`src/rtl/geri_yaz_hakem.sv`:
```
// Register-file write-port arbiter: shares one write port between the in-order
// pipeline writeback and a single-entry buffer holding a long-latency (divider) result.
module geri_yaz_hakem #(
    parameter int ACLIK_SINIRI = 4
) (
    input  logic        clk_i,
    input  logic        rst_i,
    input  logic        yrt_gecerli_i,
    input  logic        yrt_yaz_i,
    input  logic [4:0]  yrt_rd_adres_i,
    input  logic [31:0] yrt_rd_deger_i,
    output logic        yrt_durdur_o,
    input  logic        uzun_gecerli_i,
    input  logic [4:0]  uzun_adres_i,
    input  logic [31:0] uzun_deger_i,
    output logic        uzun_hazir_o,
    output logic [4:0]  cyo_yaz_adres_o,
    output logic [31:0] cyo_yaz_deger_o,
    output logic        cyo_yaz_yazmac_o
);

    typedef enum logic [1:0] {
        BOS   = 2'd0,
        BEKLE = 2'd1,
        ZORLA = 2'd2
    } durum_t;

    localparam logic [2:0] SINIR = 3'(ACLIK_SINIRI);

    durum_t      durum_q, durum_d;
    logic [4:0]  tampon_adres_q, tampon_adres_d;
    logic [31:0] tampon_deger_q, tampon_deger_d;
    logic [2:0]  kayip_q, kayip_d;
    logic [2:0]  kayip_artan;

    logic [4:0]  cyo_adres_q, cyo_adres_d;
    logic [31:0] cyo_deger_q, cyo_deger_d;
    logic        cyo_yaz_q, cyo_yaz_d;

    logic        yrt_istek;
    logic        yrt_izin;
    logic        tampon_izin;

    // Loss counter never wraps, so a long run of lost cycles cannot hide a forced grant.
    function automatic logic [2:0] kayip_artir(input logic [2:0] k);
        return (k == 3'd7) ? k : k + 3'd1;
    endfunction

    assign yrt_istek   = yrt_gecerli_i & yrt_yaz_i & (yrt_rd_adres_i != 5'd0);
    assign yrt_izin    = yrt_istek & (durum_q != ZORLA);
    assign tampon_izin = (durum_q == ZORLA) | ((durum_q == BEKLE) & ~yrt_istek);
    assign kayip_artan = kayip_artir(kayip_q);

    always_ff @(posedge clk_i) begin
        if (rst_i) begin
            durum_q <= BOS;
            kayip_q <= 3'd0;
        end else begin
            durum_q <= durum_d;
            kayip_q <= kayip_d;
        end
    end

    // Buffer contents are qualified by the state, so they need no reset.
    always_ff @(posedge clk_i) begin
        tampon_adres_q <= tampon_adres_d;
        tampon_deger_q <= tampon_deger_d;
    end

    always_comb begin
        durum_d        = durum_q;
        tampon_adres_d = tampon_adres_q;
        tampon_deger_d = tampon_deger_q;
        kayip_d        = kayip_q;
        case (durum_q)
            BOS: begin
                // A divider result aimed at x0 is acknowledged and dropped here.
                if (uzun_gecerli_i && (uzun_adres_i != 5'd0)) begin
                    tampon_adres_d = uzun_adres_i;
                    tampon_deger_d = uzun_deger_i;
                    kayip_d        = 3'd0;
                    durum_d        = BEKLE;
                end
            end
            BEKLE: begin
                if (yrt_istek) begin
                    // A younger pipeline write to the same register makes the buffered value dead.
                    if (yrt_rd_adres_i == tampon_adres_q) begin
                        durum_d = BOS;
                    end else begin
                        kayip_d = kayip_artan;
                        if (kayip_artan == SINIR) begin
                            durum_d = ZORLA;
                        end
                    end
                end else begin
                    durum_d = BOS;
                end
            end
            ZORLA: begin
                durum_d = BOS;
            end
            default: begin
                durum_d = BOS;
            end
        endcase
    end

    always_comb begin
        uzun_hazir_o = (durum_q == BOS);
        yrt_durdur_o = (durum_q == ZORLA);
        cyo_yaz_d    = 1'b0;
        cyo_adres_d  = 5'd0;
        cyo_deger_d  = 32'd0;
        if (yrt_izin) begin
            cyo_yaz_d   = 1'b1;
            cyo_adres_d = yrt_rd_adres_i;
            cyo_deger_d = yrt_rd_deger_i;
        end else if (tampon_izin) begin
            cyo_yaz_d   = 1'b1;
            cyo_adres_d = tampon_adres_q;
            cyo_deger_d = tampon_deger_q;
        end
    end

    always_ff @(posedge clk_i) begin
        if (rst_i) begin
            cyo_yaz_q   <= 1'b0;
            cyo_adres_q <= 5'd0;
            cyo_deger_q <= 32'd0;
        end else begin
            cyo_yaz_q   <= cyo_yaz_d;
            cyo_adres_q <= cyo_adres_d;
            cyo_deger_q <= cyo_deger_d;
        end
    end

    assign cyo_yaz_yazmac_o = cyo_yaz_q;
    assign cyo_yaz_adres_o  = cyo_adres_q;
    assign cyo_yaz_deger_o  = cyo_deger_q;

endmodule

```
`config.mk`:
```
export PLATFORM = sky130hd
export DESIGN_NAME = geri_yaz_hakem
export DESIGN_NICKNAME = d
export VERILOG_FILES = /design/src/rtl/geri_yaz_hakem.sv
export SDC_FILE = /design/constraint.sdc
export NUM_CORES = 1
export LEC_CHECK = 0
export CORE_MARGIN = 2
export CORE_UTILIZATION = 39
export CTS_BUF_LIST = sky130_fd_sc_hd__clkbuf_4 sky130_fd_sc_hd__clkbuf_8
export CTS_CLUSTER_DIAMETER = 60
export DETAILED_ROUTE_END_ITERATION = 7
export PLACE_DENSITY_LB_ADDON = 0.12
export SYNTH_ARGS = -nofsm -noshare
export SYNTH_HDL_FRONTEND = slang
export SYNTH_SLANG_ARGS = --single-unit
export TNS_END_PERCENT = 1
```
`constraint.sdc`:
```
create_clock -name clk_i -period 2.11 [get_ports clk_i]
set_clock_uncertainty 0.15 [all_clocks]
set_input_delay 0.422 -clock clk_i [delete_from_list [all_inputs] [get_ports clk_i]]
set_output_delay 0.422 -clock clk_i [all_outputs]
set_load 0.05 [all_outputs]
```
**Word level (Yosys, flattened, before mapping)**

Cells that the tools add are included.
W data, S select, Z words.

- Register bits after elaboration: 80
- Input bits: 79
- Logic and storage cells: 48

- $add $sub $neg: 1
- Eq/ne operators: 10
- Mux-type cells: 16
- Bitwise logic cells: 6
- Reduce and logical (&&, ||, !) cells: 8

Operators by type and width:

| cell | number |
|---|---|
| $mux W32 | 2 |
| $mux W3 | 4 |
| $mux W5 | 2 |
| $reduce_bool A5 Y1 | 2 |
| $mux W2 | 4 |
| $eq A3 B3 Y1 const B | 2 |
| $ne A2 B2 Y1 const B | 3 |
| $pmux W3 S2 | 1 |
| $eq A5 B5 Y1 | 1 |
| $and A1 B1 Y1 | 4 |
| $ne A4 B2 Y1 const B | 1 |
| $pmux W2 S2 | 1 |
| $reduce_and A2 Y1 | 2 |
| $reduce_and A4 Y1 | 1 |
| $add A3 B1 Y3 const B | 1 |
| $eq A2 B1 Y1 const B | 1 |
| $eq A2 B2 Y1 const B | 1 |
| $logic_not A2 Y1 | 1 |
| $mux W1 | 2 |
| $ne A2 B1 Y1 const B | 1 |
| $reduce_bool A2 Y1 | 1 |
| $logic_and A1 B1 Y1 | 1 |
| $not A1 Y1 | 1 |
| $or A1 B1 Y1 | 1 |

**Logic depth before layout (Yosys ltp)**

Gate-level depths: netlist of run 1.

- Depth in word-level cells: 7
- Mapped depth: 7
- Gate-level depth less buffers: 6

**Worst setup path before layout of run 1**

No wires, ideal clock.

- Path kind: reg2reg
- Start: register durum_q[1]
- End: register kayip_q[0]
- Data arrival time: 2577 ps
- Data required time: 1831 ps
- Slack: -746 ps
- Cell stages (with the launch flop): 5
- Path buffers: 0
- Clock period less this slack: 2856 ps
- Cells stage by stage: dfxtp_1 nor2_1 o311a_1 o22a_1 o31ai_1

- Longest elaborated chain between the ends: 3
- Elaborated cells between the ends (all ways): 8
- Classes of those cells: eq/ne: 4; mux: 1; reduce/logical: 3

RTL lines:

| element | RTL line | text |
|---|---|---|
| start, declared | 30 | `durum_t durum_q, durum_d;` |
| start signal, assigned | 59 | `durum_q <= durum_d;` |
| $logic_not A2 Y1 (*) | -- |  |
| via uzun_hazir_o | 16 | `output logic uzun_hazir_o,` |
| $ne A2 B1 Y1 (no source line) / $reduce_bool A2 Y1 (equally long branches) | -- |  |
| $reduce_and A4 Y1 (no source line) | -- |  |
| end signal, assigned | 60 | `kayip_q <= kayip_d;` |
| end, declared | 33 | `logic [2:0] kayip_q, kayip_d;` |

Mark *: on every way through the listed nets, which the timed path passes. The rest lies on a longest branch.
A chain may end at the register's enable or synchronous reset.

**Worst setup path in the final report of run 1**

- Start: register cyo_deger_q[30] (netlist: cyo_yaz_deger_o[30])
- End: output cyo_yaz_deger_o[30]

RTL lines:

| element | RTL line | text |
|---|---|---|
| start, declared | 37 | `logic [31:0] cyo_deger_q, cyo_deger_d;` |
| start signal, assigned | 134 | `cyo_deger_q <= cyo_deger_d;` |
| end, declared | 18 | `output logic [31:0] cyo_yaz_deger_o,` |

No word-level cell between the ends.

==> results.yml, run 1 <==
worst_setup_path:
  r2r_start: "tampon_adres_q[0]$_DFFE_PP_"
  crit_chain: "clkdlybuf4s50_1"
  r2r_slack_ns: 0.47
  arrival_ns: 1.48
  crit_buf_inv: 1
  r2r_end: "kayip_q[0]$_SDFFE_PP0P_"
  critPathMaxStageDelay_ns: 0.82
  path_depth: 1
  worstPathRequired_ns: 1.54
  worstSetupStartpointType: "flop"
  critPathSlowestCell: "clkdlybuf4s50_1"
  cp_max_fo: 1
  r2r.worst_path.cells: 5
  crit_type: "flop to output pin"
  crit_family: "buffers and inverters"
  endpoint_kind: "output pin"
worst_hold_path:
  hold_class: "primary input to flop"
  min_path_cells: 4
  hold_path_end: "cyo_yaz_adres_o[1]$_SDFF_PP0_"
  min_from: "yrt_rd_adres_i[1]"
routing:
  drtPass1Iterations: 4
  wl_per_cell_microns: 15.3
  vias: 2152
  routed_wl_microns: 6810
  viasPerCell: 4.85
  drtIter0Drc: 89
  drc: 0
  ant_nets: 0
global_route:
  grt_pass1_wl_microns: 9380
  grt_max_degree: 31
  antenna_found_initial: 0
  grt_remaining_overflow: 0
  grt_usage_pct: 16.1
  first_global_vias: 2022
sta:
  hold_violations: 0
  setup_viol: 0
  whs_ns: 0.345
  setup_slack_ns: 0.0589
  worst_pin_slew_ns: 0.599
  setup-tns-final_ns: 0
  fmaxAchievable_mhz: 488
  rsz0062_at_grt: "no"
  slew_viol_final: 0
  fin_crit_sh_pct: 97.2
  layout_min_cycle_time_ns: 2.05
  relSlewSlack_pct: 60.1
final_layout:
  layout-area-overhead-vs-synth_pct: 63.5
  fin_cells: 444
  layout_common_cells: "clkdlybuf4s50_1, dfxtp_1, nor2_1"
  drive_gt1_share_pct: 17.0
  num_antenna_cells: 0
  final_common_cell: "clkdlybuf4s50_1"
  layout.nets: 423
synth:
  yosysWarnings: 0
  synth-seq-area-share_pct: 71.0
  avgSynthCellArea_sq_um: 13.3
  syn-instance-count: 209
  yosysUniqueCellTypes: 30
  ys_ff_latch: 80
  syn_area_sq_um: 2780
  synth_nets: 289
clock_tree:
  ctsRootBufferMaster: "clkbuf_8"
  worstSkewPairLatency_ns: 0.34
  clk_pin_slew_ns: 0.08
  cts_buffer_depth: 2
  cts_max_level: 3
  numCtsBuffers: 9
  clock_sinks: 80
  cts_tree: "done"
floorplan:
  die_area_sq_um: 7810
  fp.dieH_microns: 88.4
  io_pins: 119
  core_area_sq_um: 6830
  rows: 30
  die_width_microns: 88.4
  initial_core_util_pct: 40.6
power:
  powerDensity_nw_per_um2: 761
  leakagePower_nw: 1.66
  ir_worst_vdd_uv: 435
placed_design:
  placed_cells: 424
  hpwlAfterDp_microns: 4490
  place_congestion: 0.791
  port_buffers: 118
  pre_cts_ws_ns: -0.422
job:
  max_cap_violations: 0
status:
  status: "finished, final reports clean"
==> logic make-up (layout without fill, tap and decap cells) <==
family	after synthesis	count (layout)	share of synthesized area, %
AO/OA/AOI/OAI	50	50	13.9
AND/OR/NAND/NOR	57	57	8.74
multiplexers	1	1	0.361
adder cells (fa/ha/maj)	1	1	0.451
buffers and inverters	15	154	3.92
XOR/XNOR	5	5	1.58
flip-flops	80	80	71.0
==> where the power goes <==
group,total [mW],internal (mW),switching (mW)
registers,1.74,1.71,0.0285
clock network,1.13,0.593,0.542
logic,0.576,0.290,0.287
total,3.45,2.59,0.857
==> tightest hold or removal path: stages <==
cell and delay (ns):
dlymetal6s2s_1 0.12, buf_4 0.13, a22oi_2 0.05, nor2_1 0.07
==> worst max-delay path by stage <==
stage,from,to,slack (ns)
3_3_place_gp,yrt_rd_adres_i[0],cyo_yaz_deger_o[17]$_SDFF_PP0_,-0.39
6_report,cyo_yaz_deger_o[30]$_SDFF_PP0_,cyo_yaz_deger_o[30],0.06
4_1_cts,yrt_rd_adres_i[0],cyo_yaz_deger_o[16]$_SDFF_PP0_,0.005
3_5_place_dp,yrt_rd_adres_i[0],cyo_yaz_deger_o[16]$_SDFF_PP0_,-0.42
2_1_floorplan,yrt_rd_adres_i[0],cyo_yaz_adres_o[0]$_SDFF_PP0_,0.10
5_1_grt,cyo_yaz_deger_o[30]$_SDFF_PP0_,cyo_yaz_deger_o[30],0.001
==> per-stage QoR <==
step / power (mW) / area (sq um) / utilization [%]
6_report: 3.45 / 4540 / 66.4
5_1_grt: 3.58 / 4540 / 66.4
4_1_cts: 3.43 / 4350 / 63.6
3_5_place_dp: 2.30 / 4130 / 60.4
3_3_place_gp: 2.29 / 4130 / 60.4
2_1_floorplan: 2.03 / 2790 / -
==> sequential cells by signal, summed over array words and instances (netlist names) <==
register          flops
cyo_yaz_deger_o      32
tampon_deger_q       32
cyo_yaz_adres_o       5
tampon_adres_q        5
kayip_q               3
durum_q               2
cyo_yaz_yazmac_o      1
==> cells in the mapped netlist <==
library cell	number	area, sq um
dfxtp_1	43	861
nor2_1	43	161
a22oi_1	37	278
edfxtp_1	37	1110
buf_6	7	78.8
xnor2_1	5	43.8
clkbuf_1	4	15.0
a21oi_1	3	15.0
inv_1	3	11.3
nor3_1	3	15.0
nand2_1	2	7.51
nand2b_1	2	12.5
o311a_1	2	20.0
or3_1	2	12.5
a22o_1	1	8.76
and2_1	1	6.26
buf_1	1	3.75
ha_1	1	12.5
mux2i_1	1	10.0
nand3_1	1	5.00
nor2b_1	1	6.26
nor3b_1	1	7.51
nor4b_1	1	8.76
o2111ai_1	1	8.76
o211a_1	1	10.0
o21ai_0	1	5.00
o21ai_4	1	16.3
o22a_1	1	8.76
o31ai_1	1	7.51
o41ai_1	1	8.76
==> timing repair <==
action	CTS	global route
resized for setup	3	21
endpoints found under the setup margin	32	38
pin swaps	0	3
buffers inserted	0	1
hold buffers	0	0
cloned	0	3
==> area by class of cell <==
cell class	count	area (sq um)
fill	519	2290
tap	96	120
timing repair buffer	135	1430
clock buffer	11	145
sequential	80	1970
inverter	3	11.3
multi-input combinational	114	806
clock inverter	5	56.3
==> per-layer routing <==
| layer | GRT usage, % | wire [microns] | vias up |
|---|---|---|---|
| met5 | 0 | 0 | - |
| met4 | 6.61 | 161 | 0 |
| met3 | 4.48 | 500 | 11 |
| met2 | 28.0 | 3450 | 106 |
| met1 | 18.8 | 2700 | 998 |
| li1 | - | - | 1037 |
Power figures use the tool's default switching activity.
==> inputs of run 2 (changes only) <==
==> constraint.sdc (replaced) <==
create_clock -name clk_i -period 2 [get_ports clk_i]
set_clock_uncertainty 0.15 [all_clocks]
set_input_delay 0.4 -clock clk_i [delete_from_list [all_inputs] [get_ports clk_i]]
set_output_delay 0.4 -clock clk_i [all_outputs]
set_load 0.02 [all_outputs]
==> results.yml, run 2 (synthesis gave the netlist of run 1 again) <==
power:
  leakagePower_nw: 1.67
  ir_worst_vdd_uv: 606
  powerDensity_nw_per_um2: 805
clock_tree:
  ctsHoldBuffers: 0
  cts_buffer_depth: 2
  ctsRootBufferMaster: "clkbuf_8"
  clk_pin_slew_ns: 0.08
  numCtsBuffers: 9
  cts_max_level: 3
  clock_sinks: 80
  cts_tree: "done"
  worstSkewPairLatency_ns: 0.34
sta:
  slew_viol_final: 0
  whs_ns: 0.298
  fmaxAchievable_mhz: 530
  fin_crit_sh_pct: 94.3
  setup_slack_ns: 0.114
  setup-tns-final_ns: 0
  setup_viol: 0
  hold_violations: 0
  rsz0062_at_grt: "no"
  relSlewSlack_pct: 65.7
  worst_pin_slew_ns: 0.514
  layout_min_cycle_time_ns: 1.89
routing:
  highest_layer: "met4"
  vias: 2148
  viasPerCell: 4.82
  drtPass1Iterations: 4
  drtIter0Drc: 112
  wl_per_cell_microns: 15.3
  ant_nets: 0
  wl_met3_microns: 616
  routed_wl_microns: 6800
  dr_wl_met2_microns: 3230
  met1Wirelength_microns: 2810
  drc: 0
final_layout:
  layout-area-overhead-vs-synth_pct: 63.8
  drive_gt1_share_pct: 15.7
  fin_cells: 446
  final_common_cell: "clkdlybuf4s50_1"
  layout.nets: 425
  n_fill_cell: 550
  design_area_sq_um: 4550
  num_antenna_cells: 0
  layout_common_cells: "clkdlybuf4s50_1, nor2_1, dfxtp_1"
global_route:
  grt_pass1_wl_microns: 10000
  grt_usage_pct: 17.3
  grt_max_degree: 28
  grt_remaining_overflow: 0
  first_global_vias: 2082
  antenna_found_initial: 0
worst_setup_path:
  critPathMaxStageDelay_ns: 0.39
  worstPathRequired_ns: 2.13
  crit_family: "compound AO/OA/AOI/OAI gates"
  critPathSlowestCell: "o311a_4"
  crit_buf_inv: 3
  crit_type: "primary input to flop"
  arrival_ns: 2.01
  worstSetupStartpointType: "primary input"
  endpoint_kind: "flop"
  cp_max_fo: 7
  crit_chain: "dlygate4sd2_1 > or3_4 > o311a_4 > o21ai_4 > buf_12 > clkbuf_16 > a22oi_2 > nor2_1"
floorplan:
  die_area_sq_um: 7810
  fp.dieH_microns: 88.4
  die_width_microns: 88.4
  io_pins: 119
  initial_core_util_pct: 40.6
  rows: 30
  core_area_sq_um: 6830
job:
  max_cap_violations: 0
placed_design:
  pre_cts_ws_ns: -0.522
  place_area_sq_um: 4130
  placed_cells: 427
  place_congestion: 0.767
  port_buffers: 118
  hpwlAfterDp_microns: 4690
worst_hold_path:
  hold_class: "primary input to flop"
status:
  status: "finished, final reports clean"
run 2: tightest hold or removal path, cell delays in order:
cell and delay (ns):
dlymetal6s2s_1 0.10, buf_4 0.12, a22oi_1 0.05, nor2_1 0.08
run 2: layout make-up:
type,instances,area (sq um),share of cell area (%)
multi-input combinational,114,796,17.5
sequential,80,1970,43.4
timing repair buffer,137,1430,31.5
tap,96,120,2.64
inverter,3,11.3,0.248
clock inverter,5,78.8,1.73
clock buffer,11,139,3.05
run 2: stage by stage:
stage | power, mW | util (%)
finish | 3.66 | 66.6
floorplan | 2.06 | -
detailed placement | 2.35 | 60.5
global route | 3.81 | 66.6
global placement | 2.34 | 60.5
CTS | 3.65 | 64.2
run 2: final timing paths:
check	from	to	slack, ns	cells past startpoint
worst min register to register	tampon_deger_q[31]$_DFFE_PP_	cyo_yaz_deger_o[31]$_SDFF_PP0_	0.35	2
worst max-delay path	yrt_rd_adres_i[0]	cyo_yaz_deger_o[13]$_SDFF_PP0_	0.11	8
worst max register to register	tampon_adres_q[0]$_DFFE_PP_	kayip_q[0]$_SDFFE_PP0P_	0.38	5
worst min-delay path	yrt_rd_adres_i[1]	cyo_yaz_adres_o[1]$_SDFF_PP0_	0.30	4
run 2: what timing repair did:
item / CTS / global route
pin swaps: 0 / 4
gates cloned: 0 / 2
gates resized for setup: 11 / 21
setup endpoints to repair: 40 / 39
setup buffers: 0 / 1
run 2: where the power goes:
part	internal, mW	total, mW	switching (mW)
clock	0.732	1.30	0.568
combinational	0.308	0.523	0.216
sequential	1.81	1.84	0.0301
total	2.85	3.66	0.813
run 2: per-layer routing:
layer	vias up	global-route usage [%]
met3	13	6.53
met4	0	6.34
met2	101	28.5
li1	1036	-
met5	-	0
met1	998	20.8
==> variant 1, RTL diff (flow settings as in run 1) <==
Register the input `yrt_rd_deger_i` before use. The logic sees it one clock later. The other inputs are not delayed to match.
--- a/src/rtl/geri_yaz_hakem.sv
+++ b/src/rtl/geri_yaz_hakem.sv
@@ -26,6 +26,12 @@
     } durum_t;
 
     localparam logic [2:0] SINIR = 3'(ACLIK_SINIRI);
+
+    logic [31:0] yrt_rd_deger_q;
+
+    always_ff @(posedge clk_i) begin
+        yrt_rd_deger_q <= yrt_rd_deger_i;
+    end
 
     durum_t      durum_q, durum_d;
     logic [4:0]  tampon_adres_q, tampon_adres_d;
@@ -115,7 +121,7 @@
         if (yrt_izin) begin
             cyo_yaz_d   = 1'b1;
             cyo_adres_d = yrt_rd_adres_i;
-            cyo_deger_d = yrt_rd_deger_i;
+            cyo_deger_d = yrt_rd_deger_q;
         end else if (tampon_izin) begin
             cyo_yaz_d   = 1'b1;
             cyo_adres_d = tampon_adres_q;
Function: changed (a bounded check fails within 4 cycles, from zero or initial values and one cycle with rst_i high).
==> variant 1 against run 1 <==
- global-route usage shrank 1.1 points
- cell area up 12%
- critical path type is now input pin to flop
- worst setup slack worse by 0.055 ns
- clock power rose by 4%
- critical endpoint is now tampon_deger_q[9]$_DFFE_PP_
- sequential cell count increased by 32
- total power is 20% higher
- highest routed layer unchanged
- synthesized area rose by 23%
- wire length up 4.3%
==> variant 1: results (changes against run 1) <==
stage,metric,value,unit,change
worst_setup_path,ff2ff_setup_slack,0.36,ns,-0.11 ns
placement,placed_cells,471,,+11%
cts,path_clk_slew,0.11,ns,+0.03 ns
placement,place_area,4836,sq um,+17%
synthesis,ys_top_cells_by_area,"dfxtp_1 (44%), edfxtp_1 (33%), a22oi_1 (7.3%), nor2_1 (4.4%), a22oi_2 (1.5%)",,
cts,post_cts_buffers,0,,unchanged
synthesis,ys_warn_count,0,,unchanged
run_status,status,completed,,
worst_setup_path,slowest_delay,0.52,ns,-0.30 ns
synthesis,synthTopCellsByCount,"dfxtp_1 (75), nor2_1 (40), edfxtp_1 (37)",,
placement,port_buffers,118,,unchanged
placement,gp_congestion,0.7337,,-7.2%
cts,clockBufferDepth,2,,unchanged
worst_setup_path,critPathMaxFanout,9,,+8
global_routing,grt_usage,0.1501,,-0.01080
global_routing,first_global_vias,2344,,+16%
synthesis,synthCells,240,,+15%
global_routing,grt_max_degree,30,,-3.2%
route,first_pass_iters,4,,unchanged
layout,drive_gt1_frac,0.1372,,-0.03234
placement,hpwl,4985,microns,+11%
worst_hold_path,hold_path_class,input pin to flop,,
synthesis,async_flop_share,0,,unchanged
power,ir_drop,0.0004481,V,+3.0%
global_routing,grt_pass1_wl,11060,microns,+18%
route,drt-total-wl,7100,microns,+4.3%
synthesis,synth_edf_count,37,,unchanged
cts,post_cts_resized,1,,-2
synthesis,synth_cell_types,32,,+6.7%
timing,timing.final.ws_setup,0.004242,ns,-0.05467 ns
layout,antenna_cells,0,,unchanged
cts,clk_latency,0.36,ns,+0.02 ns
power,p_int,3091,uW,+19%
synthesis,synth_fp_nets,320,,+11%
route,first_iter_violations,53,,-40%
worst_setup_path,crit_family,buffers and inverters,,
global_routing,antenna_found_initial,0,,unchanged
timing,slew_headroom,0.6285,,+0.02765
cts,h-tree-depth,3,,unchanged
worst_setup_path,critPathArrivalTime,2.08,ns,+0.60 ns
route,vias_per_cell,4.667,,-3.7%
synthesis,ys_seq_area_frac,0.7654,,+0.05517
worst_setup_path,crit_slowest_cell,or4_4,,
cts,cts_made_buffers,9,,unchanged
placement,place_ws,-0.3907,ns,+0.03122 ns
route,wire_per_inst,14.58,microns,-4.9%
cts,cts_root_buffer,clkbuf_8,,
layout,final_nets,454,,+7.3%
timing,hold_slack,0.3364,ns,-0.008503 ns
power,power_leakage,0.002045,uW,+23%
==> variant 1: cell families (layout without fill, tap and decap cells) <==
logic type | Yosys count | count (layout) | share of synthesized area
compound gates | 51 | 51 | 0.1199
xor+xnor | 6 | 6 | 0.01540
fa+ha+maj | 1 | 1 | 0.003665
flops | 112 | 112 | 0.7654
mux | 1 | 1 | 0.002933
simple gates | 53 | 53 | 0.06635
buf+inv | 16 | 155 | 0.02639
==> variant 1: cell type report <==
cell class / instances / area, sq um
Clock buffer: 10 / 131.4
Clock inverter: 6 / 55.05
Fill cell: 712 / 3521
Inverter: 4 / 18.77
Multi-Input combinational cell: 112 / 740.7
Sequential cell: 112 / 2613
Tap cell: 108 / 135.1
Timing Repair Buffer: 135 / 1379
==> variant 1: metal layers <==
metal / vias to the layer above / part of all wire / global-route usage
met5: - / 0 / 0
met4: 0 / 0.027 / 0.06731
met3: 15 / 0.056 / 0.04532
met2: 74 / 0.52 / 0.2679
met1: 1057 / 0.40 / 0.1633
li1: 1127 / - / -
==> variant 1: path summary, 6_finish.rpt <==
kind                                                  start                       endpoint  depth (start not counted)
worst min-delay path                     yrt_rd_deger_i[25]     yrt_rd_deger_q[25]$_DFF_P_                          1
worst min register to register  tampon_deger_q[5]$_DFFE_PP_  cyo_yaz_deger_o[5]$_SDFF_PP0_                          2
worst max-delay path                        uzun_adres_i[3]    tampon_deger_q[9]$_DFFE_PP_                          6
worst max register to register  tampon_adres_q[1]$_DFFE_PP_        kayip_q[0]$_SDFFE_PP0P_                          5
==> variant 1: power by group through the flow <==
stage                     Combinational, uW  Sequential, uW  Clock [uW]
final                                   571            2390        1170
after global routing                    606            2400        1290
after CTS                               573            2390        1220
after detailed placement                571            2440           0
after global placement                  563            2440           0
after floorplan                         146            2560           0
==> variant 2, RTL diff (settings of run 1) <==
Made on the original files. Take the reset off `cyo_adres_q` and load it in a clocked block of its own.
--- a/src/rtl/geri_yaz_hakem.sv
+++ b/src/rtl/geri_yaz_hakem.sv
@@ -126,13 +126,15 @@
     always_ff @(posedge clk_i) begin
         if (rst_i) begin
             cyo_yaz_q   <= 1'b0;
-            cyo_adres_q <= 5'd0;
             cyo_deger_q <= 32'd0;
         end else begin
             cyo_yaz_q   <= cyo_yaz_d;
-            cyo_adres_q <= cyo_adres_d;
             cyo_deger_q <= cyo_deger_d;
         end
+    end
+
+    always_ff @(posedge clk_i) begin
+        cyo_adres_q <= cyo_adres_d;
     end
 
     assign cyo_yaz_yazmac_o = cyo_yaz_q;
Function: changed (a bounded check fails within 4 cycles, from zero or initial values and one cycle with rst_i high).
==> variant 2 against run 1 <==
- critical path type unchanged
- non-clock buffer count is the same
- wire length rose by 0.57%
- cell area grew 4.2%
- critical path depth did not move
- synthesized cell count decreased by 0.48%
- total power up 3.3%
- die area is 9.1% higher
- synthesized area rose by 9.6%
- sequential cell count stayed put
- first-iteration DRC count fell by 70%
- worst setup slack got worse by 0.0084 ns
==> variant 2: results (changes against run 1) <==
stage,metric,value,unit,change
worst_setup_path,r2r_start,durum_q[0]$_SDFFE_PP0P_,,
worst_setup_path,worstSetupEndpoint,cyo_yaz_deger_o[31],,
layout,final-nonclk-buf-share,0.2949,,-0.01972
placement,hpwl,4616,microns,+2.8%
layout,multi_input_gates,118,,+3.5%
synthesis,ys_top_cells_by_area,"edfxtp_1 (37%), dfxtp_1 (28%), a22oi_2 (10%), nor2_2 (5.3%), clkbuf_8 (2.3%)",,
global_routing,gr-usage-met3,0.04882,,+0.004044
global_routing,use_met1,0.1939,,+0.006330
placement,place_area,4377,sq um,+6.1%
floorplanning,dieArea,8521,sq um,+9.1%
route,drt-met1-wl,2915,microns,+8.0%
layout,seq_share,0.4172,,-0.01737
layout,clock_buffers,10,,-1
route,wire_per_inst,15.11,microns,-1.4%
placement,gp_congestion,0.7520,,-4.9%
layout,multi_input_area_share,0.2144,,+0.03684
synthesis,synth_fp_nets,288,,-0.35%
route,num_vias,2138,,-0.65%
global_routing,grt_pass1_wl,10490,microns,+12%
power,power_leakage,0.001688,uW,+1.5%
power,power.switching,947.0,uW,+11%
worst_setup_path,ff2ff_setup_slack,0.32,ns,-0.15 ns
route,wl_met2,3518,microns,+2.1%
layout,layout-area-overhead-vs-synth,55.41,%,
run_status,status,completed,,
synthesis,synth_cell_types,37,,+23%
worst_hold_path,hold_depth,1,,-3
layout,clock_tree_area_fraction,0.04341,,-0.0009800
global_routing,grt_max_degree,34,,+9.7%
layout,nFillCells,611,,+18%
layout,n_all_inverters,2,,-1
worst_hold_path,hp-start,uzun_adres_i[2],,
power,ir_drop,0.0003551,V,-18%
power,swShare,0.2655,,+0.01725
synthesis,synthTopCellsByCount,"dfxtp_1 (43), edfxtp_1 (37), nor2_2 (26)",,
worst_setup_path,timing.rr.end,cyo_yaz_adres_o[1]$_DFF_P_,,
worst_hold_path,hold_path_end,tampon_adres_q[2]$_DFFE_PP_,,
synthesis,ys_seq_area_frac,0.6483,,-0.06194
worst_setup_path,slowest_delay,0.80,ns,-0.02 ns
route,met3_wirelength,286,microns,-43%
variant 2: what timing repair did:
action,4_1_cts,5_1_grt
buffers inserted,2,0
gates cloned,1,2
gates resized for setup,3,23
setup endpoints to repair,61,63
pin swaps,6,26
variant 2: kinds of logic (layout without fill, tap and decap cells):
group           after synthesis  count (layout)  share of synthesized area
fa+ha+maj                     1               1                   0.004113
simple gates                 58              61                     0.1070
compound gates               50              50                     0.1674
xor+xnor                      5               5                    0.01440
flops                        80              80                     0.6483
mux                           1               1                   0.003291
buf+inv                      13             153                    0.05554
variant 2: metrics by stage:
step	hold slack, ns	setup slack (ns)	setup TNS (ns)	std cells	utilization
floorplan	0.3086	-0.4914	-10.19	208	-
global placement	0.3167	-0.5175	-32.70	432	0.5723
detailed placement	0.3237	-0.5929	-35.00	432	0.5723
CTS	0.1926	-0.02002	-0.04616	451	0.6042
global route	0.1264	0.004568	0	453	0.6181
finish	0.1353	0.05057	0	453	0.6181
